==> src/rtl/int_div_pkg.sv <==
// -----------------------------------------------------------------------------
// int_div_pkg
// Shared types and helpers for the iterative restoring divider.
//   state_e    : controller states IDLE / CALC / DONE
//   cnt_width(): iteration counter width for a given operand width
// -----------------------------------------------------------------------------
package int_div_pkg;

   typedef enum logic [1:0] {
      IDLE = 2'd0,
      CALC = 2'd1,
      DONE = 2'd2
   } state_e;

   localparam int c_default_nbits = 32;

   // The counter must hold p_nbits-1; $clog2 gives that width for p_nbits >= 2.
   function automatic int cnt_width(input int nbits);
      return (nbits < 2) ? 1 : $clog2(nbits);
   endfunction

   localparam int c_default_cnt_w = cnt_width(c_default_nbits);

endpackage

==> src/rtl/int_div_step.sv <==
// -----------------------------------------------------------------------------
// int_div_step
// One combinational restoring-division step.
//   rem, quot  : current partial remainder and dividend/quotient shift register
//   divisor    : divisor magnitude
//   rem_next   : remainder after shift and conditional subtract
//   quot_next  : shift register with the new quotient bit in its LSB
// -----------------------------------------------------------------------------
module int_div_step
   import int_div_pkg::*;
#(
   parameter int p_nbits = c_default_nbits
) (
   input  logic [p_nbits-1:0] rem,
   input  logic [p_nbits-1:0] quot,
   input  logic [p_nbits-1:0] divisor,
   output logic [p_nbits-1:0] rem_next,
   output logic [p_nbits-1:0] quot_next
);

   // One extra bit so the borrow of the trial subtract is visible as the sign.
   logic [p_nbits:0] shifted;
   logic [p_nbits:0] trial;

   assign shifted   = {rem, quot[p_nbits-1]};
   assign trial     = shifted - {1'b0, divisor};
   assign rem_next  = trial[p_nbits] ? shifted[p_nbits-1:0] : trial[p_nbits-1:0];
   assign quot_next = {quot[p_nbits-2:0], ~trial[p_nbits]};

endmodule

==> src/rtl/int_div_iterative.sv <==
// -----------------------------------------------------------------------------
// int_div_iterative
// Multi-cycle restoring integer divider, one quotient bit per cycle, with
// val/rdy request and response handshakes.
//   clk, reset            : clock, asynchronous active-high reset
//   req_val/req_rdy       : request handshake; req_a dividend, req_b divisor
//   req_signed            : two's-complement request (INT_DIV_SIGNED_EN only)
//   resp_val/resp_rdy     : response handshake; resp_quot, resp_rem results
// Build option: define INT_DIV_SIGNED_EN to enable signed division; without it
// req_signed is ignored and every division is unsigned.
// Divide by zero returns quot = all ones, rem = dividend.
// -----------------------------------------------------------------------------
module int_div_iterative
   import int_div_pkg::*;
#(
   parameter int p_nbits = c_default_nbits
) (
   input  logic               clk,
   input  logic               reset,
   input  logic               req_val,
   output logic               req_rdy,
   input  logic [p_nbits-1:0] req_a,
   input  logic [p_nbits-1:0] req_b,
   input  logic               req_signed,
   output logic               resp_val,
   input  logic               resp_rdy,
   output logic [p_nbits-1:0] resp_quot,
   output logic [p_nbits-1:0] resp_rem
);

   localparam int                 c_cnt_w    = cnt_width(p_nbits);
   localparam logic [c_cnt_w-1:0] c_cnt_last = c_cnt_w'(p_nbits - 1);

   state_e             state;
   state_e             state_next;
   logic [p_nbits-1:0] rem_reg;
   logic [p_nbits-1:0] quot_reg;
   logic [p_nbits-1:0] div_reg;
   logic [c_cnt_w-1:0] cnt_reg;
   logic [p_nbits-1:0] rem_step;
   logic [p_nbits-1:0] quot_step;
   logic [p_nbits-1:0] a_mag;
   logic [p_nbits-1:0] b_mag;
   logic [p_nbits-1:0] quot_fix;
   logic [p_nbits-1:0] rem_fix;
   logic               req_go;
   logic               calc_last;

   assign req_go    = req_val & req_rdy;
   assign calc_last = (cnt_reg == '0);

`ifdef INT_DIV_SIGNED_EN
   logic a_neg;
   logic b_neg;
   logic neg_quot_reg;
   logic neg_rem_reg;

   assign a_neg = req_signed & req_a[p_nbits-1];
   assign b_neg = req_signed & req_b[p_nbits-1];
   // Magnitudes wrap: |most-negative| stays most-negative, read as unsigned.
   assign a_mag = a_neg ? -req_a : req_a;
   assign b_mag = b_neg ? -req_b : req_b;
   // A zero divisor keeps the all-ones quotient of the unsigned loop.
   assign quot_fix = (neg_quot_reg && (div_reg != '0)) ? -quot_step : quot_step;
   assign rem_fix  = neg_rem_reg ? -rem_step : rem_step;
`else
   logic unused_req_signed;

   assign unused_req_signed = req_signed;
   assign a_mag    = req_a;
   assign b_mag    = req_b;
   assign quot_fix = quot_step;
   assign rem_fix  = rem_step;
`endif

   int_div_step #(
      .p_nbits (p_nbits)
   ) u_step (
      .rem       (rem_reg),
      .quot      (quot_reg),
      .divisor   (div_reg),
      .rem_next  (rem_step),
      .quot_next (quot_step)
   );

   // NOTE: sequential state uses non-blocking assignments so every register
   // samples pre-edge values regardless of statement order.
   always_ff @(posedge clk or posedge reset) begin
      if (reset) begin
         state <= IDLE;
      end else begin
         state <= state_next;
      end
   end

   // NOTE: every output of this block gets a default first, so no path can
   // leave one unassigned and infer a latch.
   always_comb begin
      state_next = state;
      req_rdy    = 1'b0;
      resp_val   = 1'b0;
      unique case (state)
         IDLE: begin
            req_rdy = ~reset;
            if (req_val && !reset) begin
               state_next = CALC;
            end
         end
         CALC: begin
            if (calc_last) begin
               state_next = DONE;
            end
         end
         DONE: begin
            resp_val = 1'b1;
            // req_rdy stays low here, so a request waits one more cycle.
            if (resp_rdy) begin
               state_next = IDLE;
            end
         end
         default: begin
            state_next = IDLE;
         end
      endcase
   end

   // NOTE: the whole datapath is reset, not just the visible outputs, so an
   // aborted operation leaves no stale operands behind.
   always_ff @(posedge clk or posedge reset) begin
      if (reset) begin
         rem_reg      <= '0;
         quot_reg     <= '0;
         div_reg      <= '0;
         cnt_reg      <= '0;
         resp_quot    <= '0;
         resp_rem     <= '0;
`ifdef INT_DIV_SIGNED_EN
         neg_quot_reg <= 1'b0;
         neg_rem_reg  <= 1'b0;
`endif
      end else begin
         case (state)
            IDLE: begin
               if (req_go) begin
                  rem_reg      <= '0;
                  quot_reg     <= a_mag;
                  div_reg      <= b_mag;
                  cnt_reg      <= c_cnt_last;
`ifdef INT_DIV_SIGNED_EN
                  neg_quot_reg <= a_neg ^ b_neg;
                  neg_rem_reg  <= a_neg;
`endif
               end
            end
            CALC: begin
               rem_reg  <= rem_step;
               quot_reg <= quot_step;
               if (calc_last) begin
                  resp_quot <= quot_fix;
                  resp_rem  <= rem_fix;
               end else begin
                  cnt_reg <= cnt_reg - c_cnt_w'(1);
               end
            end
            default: begin
            end
         endcase
      end
   end

endmodule

==> config.mk <==
export PLATFORM = sky130hd
export DESIGN_NAME = int_div_iterative
export DESIGN_NICKNAME = d
export VERILOG_FILES = /design/src/rtl/int_div_pkg.sv /design/src/rtl/int_div_step.sv /design/src/rtl/int_div_iterative.sv
export SDC_FILE = /design/constraint.sdc
export NUM_CORES = 1
export LEC_CHECK = 0
export ABC_AREA = 1
export BUFFER_PORTS_ARGS = -buffer_cell sky130_fd_sc_hd__buf_2
export CAP_MARGIN = 0
export CORE_ASPECT_RATIO = 0.6
export CORE_MARGIN = 2
export CORE_UTILIZATION = 50
export DETAILED_ROUTE_END_ITERATION = 6
export PLACE_DENSITY = 0.71
export RECOVER_POWER = 50
export SLEW_MARGIN = 30
export SYNTH_ARGS = -nofsm -noshare
export SYNTH_HDL_FRONTEND = slang
export SYNTH_SLANG_ARGS = --single-unit
==> constraint.sdc <==
create_clock -name clk -period 16.6 [get_ports clk]
set_clock_uncertainty 0.1 [all_clocks]
set_input_delay 3.32 -clock clk [delete_from_list [all_inputs] [get_ports clk]]
set_output_delay 3.32 -clock clk [all_outputs]
set_load 0.05 [all_outputs]
==> reports/qor.txt, run 1 <==
Run status = finished, violations left
Worst setup SP type = primary input
Most numerous cell in the Yosys netlist = sky130_fd_sc_hd__nand2_1
Required time of the critical path = 16.19 ns
Chain of cells forming the critical path = clkbuf_1, clkinvlp_2, clkbuf_1
Final worst path period need = 8.970 ns
Yosys Warn Count = 0
Number of failing setup endpoints in the final timing report = 0
Maximum number of pins on one net before global-route repair = 99
Total Routing Usage GR = 26.13%
Die outline area = 0.02061 sq mm
Startpoint of the worst setup timing path = reset
Synth cell count leaders = sky130_fd_sc_hd__nand2_1, sky130_fd_sc_hd__inv_1, sky130_fd_sc_hd__dfrtp_1
TritonCTS clock tree = yes
Number of vias per cell after detailed routing = 5.015
Antenna diode count = 0
Vias = 8726
Net count of the mapped netlist = 1478
Number of flops mapped to enable cells by yosys = 0
Routability congestion estimate = 0.9259
Number of gates resized after CTS = 0
Share of flip-flops with an asynchronous set or reset after synthesis = 100.0%
I/O pin count = 135
Top post-synthesis cells by area = sky130_fd_sc_hd__dfrtp_1, sky130_fd_sc_hd__nand2_1, sky130_fd_sc_hd__inv_1
Final cell count without fillers = 1740
Post-synthesis instance area = 0.009722 sq mm
Effective utilization at floorplan = 51.08%
Port Buf Inserts = 133
TritonCTS sink count = 167
Inserted Clock Buffers = 17
Main flop type after synthesis = sky130_fd_sc_hd__dfrtp_1
Number of setup buffers added after CTS = 0
Startpoint of the most critical hold path = resp_rem[11]$_DFFE_PP0P_
Setup total negative slack = 0 ns
Slowest-stage cell, CP = sky130_fd_sc_hd__clkbuf_1
Worst hold-check path type = flip-flop to flip-flop
Library cell occupying the most area in the post-synthesis netlist = sky130_fd_sc_hd__dfrtp_1
Largest fanout on the critical path = 98
Number of slew-limit violations in the final report = 364
DP Wirelength = 17.99 mm
Share of the synthesized area in the top cell type = 42.99%
Layout Utilization = 58.14%
Die span in x = 184.0 um
Grt ovf = 0
Overall die height = 112.0 um
Insertion delay of the later-clocked pin in the worst-skew pair = 0.43 ns
Number of synthesized register bits = 167
Worst endpoint data arrival time = 8.56 ns
Hold-fix buffers at CTS = 0
Via count of the first global-routing pass = 8246
Share of final-layout standard cells stronger than drive strength 1 = 12.45%
# H-tree levels = 4
First-pass GRT wire length = 42.50 mm
Transition time at the pin with the least slew margin = 4.455 ns
Count of unique library cells instantiated by Yosys = 33
Number of maximum-capacitance violations = 4
Area growth, synth to finish = 13.81%
Antenna violation net count after detailed routing = 0
Slew margin rel. = -197.0%
Clock tree buffer depth = 2
1st-pass router iterations = 6
Endpoint type of the worst setup path = asynchronous set/reset pin
DRC viols = 0
Register clock-pin slew on the reported worst setup and hold paths = 0.06 ns
Placement Rows = 39
Buffer cell driving the clock tree root = sky130_fd_sc_hd__clkbuf_16
Failing checks = max-capacitance violations, max-slew violations
Critical path start-end classification = primary input to asynchronous set/reset pin
Number of antenna violations at the first check in global routing = 0
Avg Synthesized Cell Area = 7.076 sq um
Core outline area = 0.01903 sq mm
Most frequent cell on the critical path = sky130_fd_sc_hd__clkbuf_1
Cells after Synth = 1374
Fmax = 111.5 MHz
Critical path buffers and inverters = 3
Final routed wirelength across all metal layers = 25.57 mm
Number of placed instances, taps included = 1709
Reg-to-reg critical path startpoint = state[0]$_DFFE_PP0P_
Post-synthesis sequential area ratio = 42.99%
Period utilization = 54.03%
Setup repair after global routing missed its margin = no
Iter 0 DRT Violations = 586
Number of nets in the layout = 1586
Stage delay of the slowest cell on the critical path = 2.72 ns
Routed length per instance = 14.70 um
Final hold viol count = 0
Crit path max-delay family = buffers and inverters
-- metal layers --
metal	vias to the layer above	wire length, um	GRT usage, %
li1	4473	-	-
met1	4031	13890	41.75
met2	203	10270	37.23
met3	19	1168	4.283
met4	0	249	5.120
met5	-	0	0
-- cell type report --
| type | instances | area (sq um) |
|---|---|---|
| clock inverters | 6 | 65.06 |
| flip-flops and latches | 167 | 4179 |
| clock buffers | 25 | 495.5 |
| inverters | 220 | 828.3 |
| fillers | 1854 | 7966 |
| well taps | 246 | 307.8 |
| multi-input cells | 938 | 4498 |
| repair buffers | 138 | 690.7 |
-- cell families (layout without fill, tap and decap cells) --
family,after synthesis,after routing,synth area share [%]
buffers and inverters,269,389,10.80
flip-flops,167,167,42.99
AO/OA/AOI/OAI,157,157,8.996
XOR/XNOR,15,15,1.351
adder cells (fa/ha/maj),35,35,4.582
AND/OR/NAND/NOR,731,731,31.29
-- per-stage QoR --
step	area [sq um]	hold slack, ns	worst slack (ns)
global route	11060	0.3936	6.244
floorplan	9722	0.3528	8.662
detailed placement	10520	0.3598	9.254
global placement	10520	0.3574	9.267
CTS	11080	0.3775	9.250
finish	11060	0.3749	7.630
-- tightest hold or removal path, stage by stage (launching register included) --
cell and delay, ns:
sky130_fd_sc_hd__dfrtp_1 0.34, sky130_fd_sc_hd__nand2_1 0.05, sky130_fd_sc_hd__nand2_1 0.05
-- worst paths after layout --
kind                                                   to  slack, ns  cells past startpoint
worst min-delay path             resp_rem[11]$_DFFE_PP0P_       0.37                      2
worst max register to register     cnt_reg[4]$_DFFE_PP0P_       9.17                     13
worst min register to register   resp_rem[11]$_DFFE_PP0P_       0.37                      2
worst max-delay path             quot_reg[30]$_DFFE_PP0P_       7.63                      3
max in group clk                   cnt_reg[4]$_DFFE_PP0P_       9.17                     13
min in group asynchronous       resp_quot[15]$_DFFE_PP0P_       4.06                      2
-- layout by cell type (no fill, tap or decap), drive strengths merged --
cell and n:
a21o 1, a21oi 23, a22oi 1, a31oi 1, and2 4, buf 134
bufinv 1, clkbuf 29, clkinv 3, clkinvlp 2, dfrtp 167, fa 1
ha 34, inv 220, nand2 548, nand3 90, nand3b 23, nand4 10
nor2 50, nor3 5, o211ai 31, o21ai 98, o21bai 1, o31ai 1
or2 1, xnor2 13, xor2 2
Power of run 1 is not shown: default switching activity piles up to over one toggle a cycle in this logic, so the estimate is an artifact.
==> run 2: changes to the inputs <==
Settings changed: PLACE_DENSITY 0.71 to 0.74.
Clock period 16.6 ns to 7.99 ns, I/O delays scaled along.
==> reports/qor.txt, run 2 (synthesized netlist as in run 1, its figures left out) <==
TritonCTS clock tree = yes
Critical path start-end classification = primary input to asynchronous set/reset pin
Endpoint type of the worst setup path = asynchronous set/reset pin
Inserted Clock Buffers = 17 (unchanged)
Period utilization = 53.68%
Routed met1 length = 13.74 mm (-1.0%)
Core outline area = 0.01903 sq mm (unchanged)
Worst setup SP type = primary input
Hold-fix buffers at CTS = 0 (unchanged)
Failing checks = max-capacitance violations, max-slew violations
Antenna diode count = 0 (unchanged)
Overall die height = 112.0 um (unchanged)
Clock tree buffer depth = 2 (unchanged)
Grt ovf = 0 (unchanged)
Setup total negative slack = 0 ns (unchanged)
I/O pin count = 135 (unchanged)
# H-tree levels = 4 (unchanged)
Highest metal layer with signal wires = met4
TritonCTS sink count = 167 (unchanged)
Fmax = 233.1 MHz
Number of setup buffers added after CTS = 0 (unchanged)
Number of gates resized after CTS = 0 (unchanged)
Placement Rows = 39 (unchanged)
1st-pass router iterations = 5 (-1)
Number of slew-limit violations in the final report = 94 (-74%)
Routed length per instance = 14.65 um (-0.32%)
Via count of the first global-routing pass = 8212 (-0.41%)
Required time of the critical path = 8.39 ns (-7.80 ns)
Largest fanout on the critical path = 93 (-5.1%)
Die outline area = 0.02061 sq mm (unchanged)
Final routed wirelength across all metal layers = 25.51 mm (-0.27%)
Number of nets in the layout = 1586 (unchanged)
Iter 0 DRT Violations = 677 (+16%)
Vias = 8712 (-0.16%)
Top library cells by usage in the layout, fill and taps aside = sky130_fd_sc_hd__nand2_1, sky130_fd_sc_hd__inv_1, sky130_fd_sc_hd__dfrtp_1, sky130_fd_sc_hd__o21ai_0, sky130_fd_sc_hd__nand3_1
Final hold viol count = 0 (unchanged)
Port Buf Inserts = 133 (unchanged)
Die span in x = 184.0 um (unchanged)
Routability congestion estimate = 0.9625 (+4.0%)
Transition time at the pin with the least slew margin = 3.989 ns (-0.4657 ns)
Met3 layer wire length in the routed design = 1.591 mm (+36%)
Effective utilization at floorplan = 51.08% (unchanged)
Most common library cell in the layout ignoring fill and taps = sky130_fd_sc_hd__nand2_1
Insertion delay of the later-clocked pin in the worst-skew pair = 0.44 ns (about the same)
Run status = finished, violations left
Worst hold-check path type = flip-flop to flip-flop
Slowest-stage cell, CP = sky130_fd_sc_hd__clkinvlp_2
Worst endpoint data arrival time = 4.69 ns (-3.87 ns)
Buffer cell driving the clock tree root = sky130_fd_sc_hd__clkbuf_16
Slew margin rel. = -167.4% (+30 points)
Number of vias per cell after detailed routing = 5.004 (-0.22%)
Routed length on met2 = 10.04 mm (-2.3%)
Share of final-layout standard cells stronger than drive strength 1 = 8.562% (-3.9 points)
Register clock-pin slew on the reported worst setup and hold paths = 0.06 ns (about the same)
Total Routing Usage GR = 26.18% (+0.044 points)
Setup repair after global routing missed its margin = no
Final worst path period need = 4.289 ns
Number of failing setup endpoints in the final timing report = 0 (unchanged)
DP Wirelength = 17.99 mm (about the same)
Maximum number of pins on one net before global-route repair = 96 (-3.0%)
Number of maximum-capacitance violations = 1 (-3)
Chain of cells forming the critical path = clkbuf_1, clkinvlp_2, buf_6
DRC viols = 0 (unchanged)
Area growth, synth to finish = 13.81% (unchanged)
Antenna violation net count after detailed routing = 0 (unchanged)
Number of antenna violations at the first check in global routing = 0 (unchanged)
First-pass GRT wire length = 42.55 mm (+0.13%)
Stage delay of the slowest cell on the critical path = 2.22 ns (-0.50 ns)
-- run 2: area by class of cell --
cell class	count	area [sq um]
fillers	1871	7966
multi-input cells	938	4501
flip-flops and latches	167	4179
inverters	220	828.3
repair buffers	138	629.4
clock buffers	21	450.4
well taps	246	307.8
clock inverters	11	168.9
-- run 2: worst paths after layout --
kind                                           from                         to  slack (ns)  cells after the start
hold reg to reg            resp_rem[10]$_DFFE_PP0P_   resp_rem[10]$_DFFE_PP0P_        0.38                      2
setup / recovery                              reset    div_reg[17]$_DFFE_PP0P_        3.70                      3
min in group asynchronous                     reset  resp_quot[17]$_DFFE_PP0P_        2.23                      2
hold / removal             resp_rem[10]$_DFFE_PP0P_   resp_rem[10]$_DFFE_PP0P_        0.38                      2
setup reg to reg           quot_reg[31]$_DFFE_PP0P_    resp_rem[7]$_DFFE_PP0P_        4.39                     16
max in group clk                              reset                    req_rdy        4.11                      3
-- run 2: critical path: cells and delay by family --
kind,cells,cell delay [ns]
buffers and inverters,3,3.01
-- run 2: stage by stage --
| stage | hold slack (ns) | cell area [sq um] | worst slack, ns | cells | utilization, % |
|---|---|---|---|---|---|
| finish | 0.3771 | 11060 | 3.701 | 1741 | 58.14 |
| floorplan | 0.3528 | 9722 | 1.774 | 1374 | - |
| detailed placement | 0.3599 | 10520 | 4.066 | 1709 | 55.29 |
| global route | 0.3915 | 11060 | 3.008 | 1741 | 58.14 |
| global placement | 0.3581 | 10520 | 4.096 | 1709 | 55.29 |
| CTS | 0.3772 | 11140 | 4.060 | 1741 | 58.54 |
-- run 2: layer usage --
layer  vias to the layer above  GRT usage, %
met1                      3970         42.01
li1                       4475             -
met2                       256         36.83
met4                         0         4.427
met5                         -             0
met3                        11         4.997
Power of run 2 is left out for the same reason.
==> run 3: changes to the inputs <==
Settings changed: ABC_AREA 1 to 0, PLACE_DENSITY 0.74 to 0.75.
Clock period 7.99 ns to 3.5 ns, I/O delays scaled along.
==> reports/qor.txt, run 3 <==
Hold-fix buffers at CTS = 0 (unchanged)
Layout Utilization = 59.40% (+1.3 points)
Buffer cell driving the clock tree root = sky130_fd_sc_hd__clkbuf_16
Reg-to-reg critical path startpoint = quot_reg[31]$_DFFE_PP0P_
First-pass GRT wire length = 35.15 mm (-17%)
I/O pin count = 135 (unchanged)
Number of vias per cell after detailed routing = 5.419 (+8.3%)
Transition time at the pin with the least slew margin = 1.777 ns (-2.212 ns)
Worst Hold Depth = 2 (unchanged)
Number of flops mapped to enable cells by yosys = 0 (unchanged)
Number of failing setup endpoints in the final timing report = 0 (unchanged)
Required time of the critical path = 3.68 ns (-4.71 ns)
Number of setup buffers added after CTS = 0 (unchanged)
Worst hold-check path type = primary input to flip-flop
Count of unique library cells instantiated by Yosys = 56 (+70%)
Total Routing Usage GR = 24.18% (-2.0 points)
Overall die height = 105.6 um (-5.7%)
Fmax = 306.7 MHz
Run status = finished, violations left
Top library cells by usage in the layout, fill and taps aside = sky130_fd_sc_hd__nand2_1, sky130_fd_sc_hd__dfrtp_1, sky130_fd_sc_hd__buf_2, sky130_fd_sc_hd__nor2_1, sky130_fd_sc_hd__o21ai_1
Most numerous cell in the Yosys netlist = sky130_fd_sc_hd__nand2_1
Final worst path period need = 3.260 ns
Vias = 7278 (-16%)
Post-synthesis sequential area ratio = 48.58% (+5.6 points)
Area growth, synth to finish = 17.32%
Core outline area = 0.01699 sq mm (-11%)
Worst setup SP type = flip-flop
Die span in x = 173.3 um (-5.8%)
Setup slack, reg-to-reg = 0.24 ns (-4.15 ns)
Yosys Warn Count = 0 (unchanged)
Worst hold endpoint = state[1]$_DFFE_PP0P_
Stage delay of the slowest cell on the critical path = 0.40 ns (-1.82 ns)
Synth cell count leaders = sky130_fd_sc_hd__nand2_1, sky130_fd_sc_hd__dfrtp_1, sky130_fd_sc_hd__nor2_1
Placement Rows = 37 (-5.1%)
Number of gates resized after CTS = 0 (unchanged)
Grt ovf = 0 (unchanged)
Net count of the mapped netlist = 1078 (-27%)
Number of slew-limit violations in the final report = 67 (-29%)
# H-tree levels = 4 (unchanged)
Number of synthesized register bits = 167 (unchanged)
Endpoint of the lowest-slack register-to-register path = rem_reg[20]$_DFFE_PP0P_
Endpoint type of the worst setup path = flip-flop
Die outline area = 0.01830 sq mm (-11%)
Cell count of the worst reg-to-reg path = 12 (-4)
Antenna violation net count after detailed routing = 0 (unchanged)
Post-synthesis instance area = 0.008602 sq mm (-12%)
Routed length per instance = 15.85 um (+8.2%)
Number of maximum-capacitance violations = 2 (+1)
Most common library cell in the layout ignoring fill and taps = sky130_fd_sc_hd__nand2_1
Worst endpoint data arrival time = 3.44 ns (-1.25 ns)
Setup total negative slack = 0 ns (unchanged)
Avg Synthesized Cell Area = 8.832 sq um (+25%)
Startpoint of the most critical hold path = resp_rdy
Insertion delay of the later-clocked pin in the worst-skew pair = 0.43 ns (about the same)
Final routed wirelength across all metal layers = 21.29 mm (-17%)
Routability congestion estimate = 0.8765 (-8.9%)
Register clock-pin slew on the reported worst setup and hold paths = 0.07 ns (about the same)
Slew margin rel. = -18.53% (+150 points)
Number of nets in the layout = 1200 (-24%)
Period utilization = 93.14%
Library cell occupying the most area in the post-synthesis netlist = sky130_fd_sc_hd__dfrtp_1
Setup repair after global routing missed its margin = no
Share of final-layout standard cells stronger than drive strength 1 = 17.58% (+9.0 points)
Effective utilization at floorplan = 50.63% (-0.46 points)
Final cell count without fillers = 1343 (-23%)
Share of flip-flops with an asynchronous set or reset after synthesis = 100.0% (unchanged)
DRC viols = 0 (unchanged)
Cells after Synth = 974 (-29%)
Main flop type after synthesis = sky130_fd_sc_hd__dfrtp_1
Number of antenna violations at the first check in global routing = 0 (unchanged)
Share of the synthesized area in the top cell type = 48.58% (+5.6 points)
TritonCTS clock tree = yes
1st-pass router iterations = 5 (unchanged)
Maximum number of pins on one net before global-route repair = 69 (-28%)
Failing checks = max-capacitance violations, max-slew violations
DP Wirelength = 15.21 mm (-15%)
Slowest-stage cell, CP = sky130_fd_sc_hd__fa_1
Via count of the first global-routing pass = 6762 (-18%)
Antenna diode count = 0 (unchanged)
Top post-synthesis cells by area = sky130_fd_sc_hd__dfrtp_1, sky130_fd_sc_hd__nand2_1, sky130_fd_sc_hd__ha_1
# fillers = 1591 (-15%)
Number of placed instances, taps included = 1311 (-23%)
Iter 0 DRT Violations = 571 (-16%)
Clock tree buffer depth = 2 (unchanged)
Final hold viol count = 0 (unchanged)
Critical path start-end classification = flip-flop to flip-flop
TritonCTS sink count = 167 (unchanged)
Largest fanout on the critical path = 26 (-72%)
Startpoint of the worst setup timing path = quot_reg[31]$_DFFE_PP0P_
Inserted Clock Buffers = 17 (unchanged)
Chain of cells forming the critical path = inv_1, ha_1, fa_1, nand2b_1, a21oi_1, o2111a_1, o21ai_2, o211ai_4, xor2_4, buf_12, mux2i_1, o22ai_1
Port Buf Inserts = 133 (unchanged)
## run 3: changes by cell type after synthesis, sizes merged, moves of 23 or more
cell | previous run | this run
nand2 | 548 | 219
mux2i | 0 | 27
nand3 | 90 | 10
nand3b | 23 | 0
inv | 220 | 45
nor2 | 50 | 96
o211ai | 31 | 7
o22ai | 0 | 34
## run 3: cells by family (layout without fill, tap and decap cells)
logic type      after synthesis  after routing  share of synthesized area [%]
flops                       167            167                          48.58
fa+ha+maj                    35             35                          5.178
compound gates              244            244                          16.93
buf+inv                      94            229                          4.480
mux                          31             31                          3.665
xor+xnor                     29             29                          3.171
simple gates                374            374                          17.99
## run 3: worst max-delay path by stage
stage	endpoint	slack, ns
3_3_place_gp	rem_reg[9]$_DFFE_PP0P_	0.33
4_1_cts	rem_reg[20]$_DFFE_PP0P_	0.24
2_1_floorplan	cnt_reg[0]$_DFFE_PP0P_	0.57
5_1_grt	rem_reg[20]$_DFFE_PP0P_	0.03
3_5_place_dp	rem_reg[9]$_DFFE_PP0P_	0.29
6_report	rem_reg[20]$_DFFE_PP0P_	0.24
## run 3: metrics by stage
step	area, sq um	setup slack [ns]	hold slack, ns
6_report	10090	0.2400	0.3545
5_1_grt	10090	0.02934	0.3476
4_1_cts	10120	0.2363	0.3223
3_5_place_dp	9542	0.2856	0.3572
3_3_place_gp	9542	0.3338	0.3519
2_1_floorplan	8606	0.5732	0.3497
## run 3: layout make-up
cell class	instances	area, sq um	share of cell area (%)
Clock buffer	20	456.7	4.525
Clock inverter	12	117.6	1.165
Inverter	45	170.2	1.686
Multi-Input combinational cell	713	4050	40.13
Sequential cell	167	4179	41.41
Tap cell	234	292.8	2.901
Timing Repair Buffer	152	825.8	8.182
## run 3: critical path, delay by kind of cell (launching register included)
kind,cells,cell delay [ns]
compound gates,5,0.95
xor+xnor,1,0.21
buf+inv,2,0.30
simple gates,1,0.18
flops,1,0.35
mux,1,0.38
fa+ha+maj,2,0.62
## run 3: routing by layer
metal / track usage [%] / routed length (um) / up-vias
li1: - / - / 3578
met1: 37.62 / 10990 / 3464
met2: 33.34 / 8683 / 207
met3: 5.231 / 1259 / 29
met4: 7.446 / 356 / 0
met5: 0 / 0 / -
Power of run 3 is left out for the same reason.
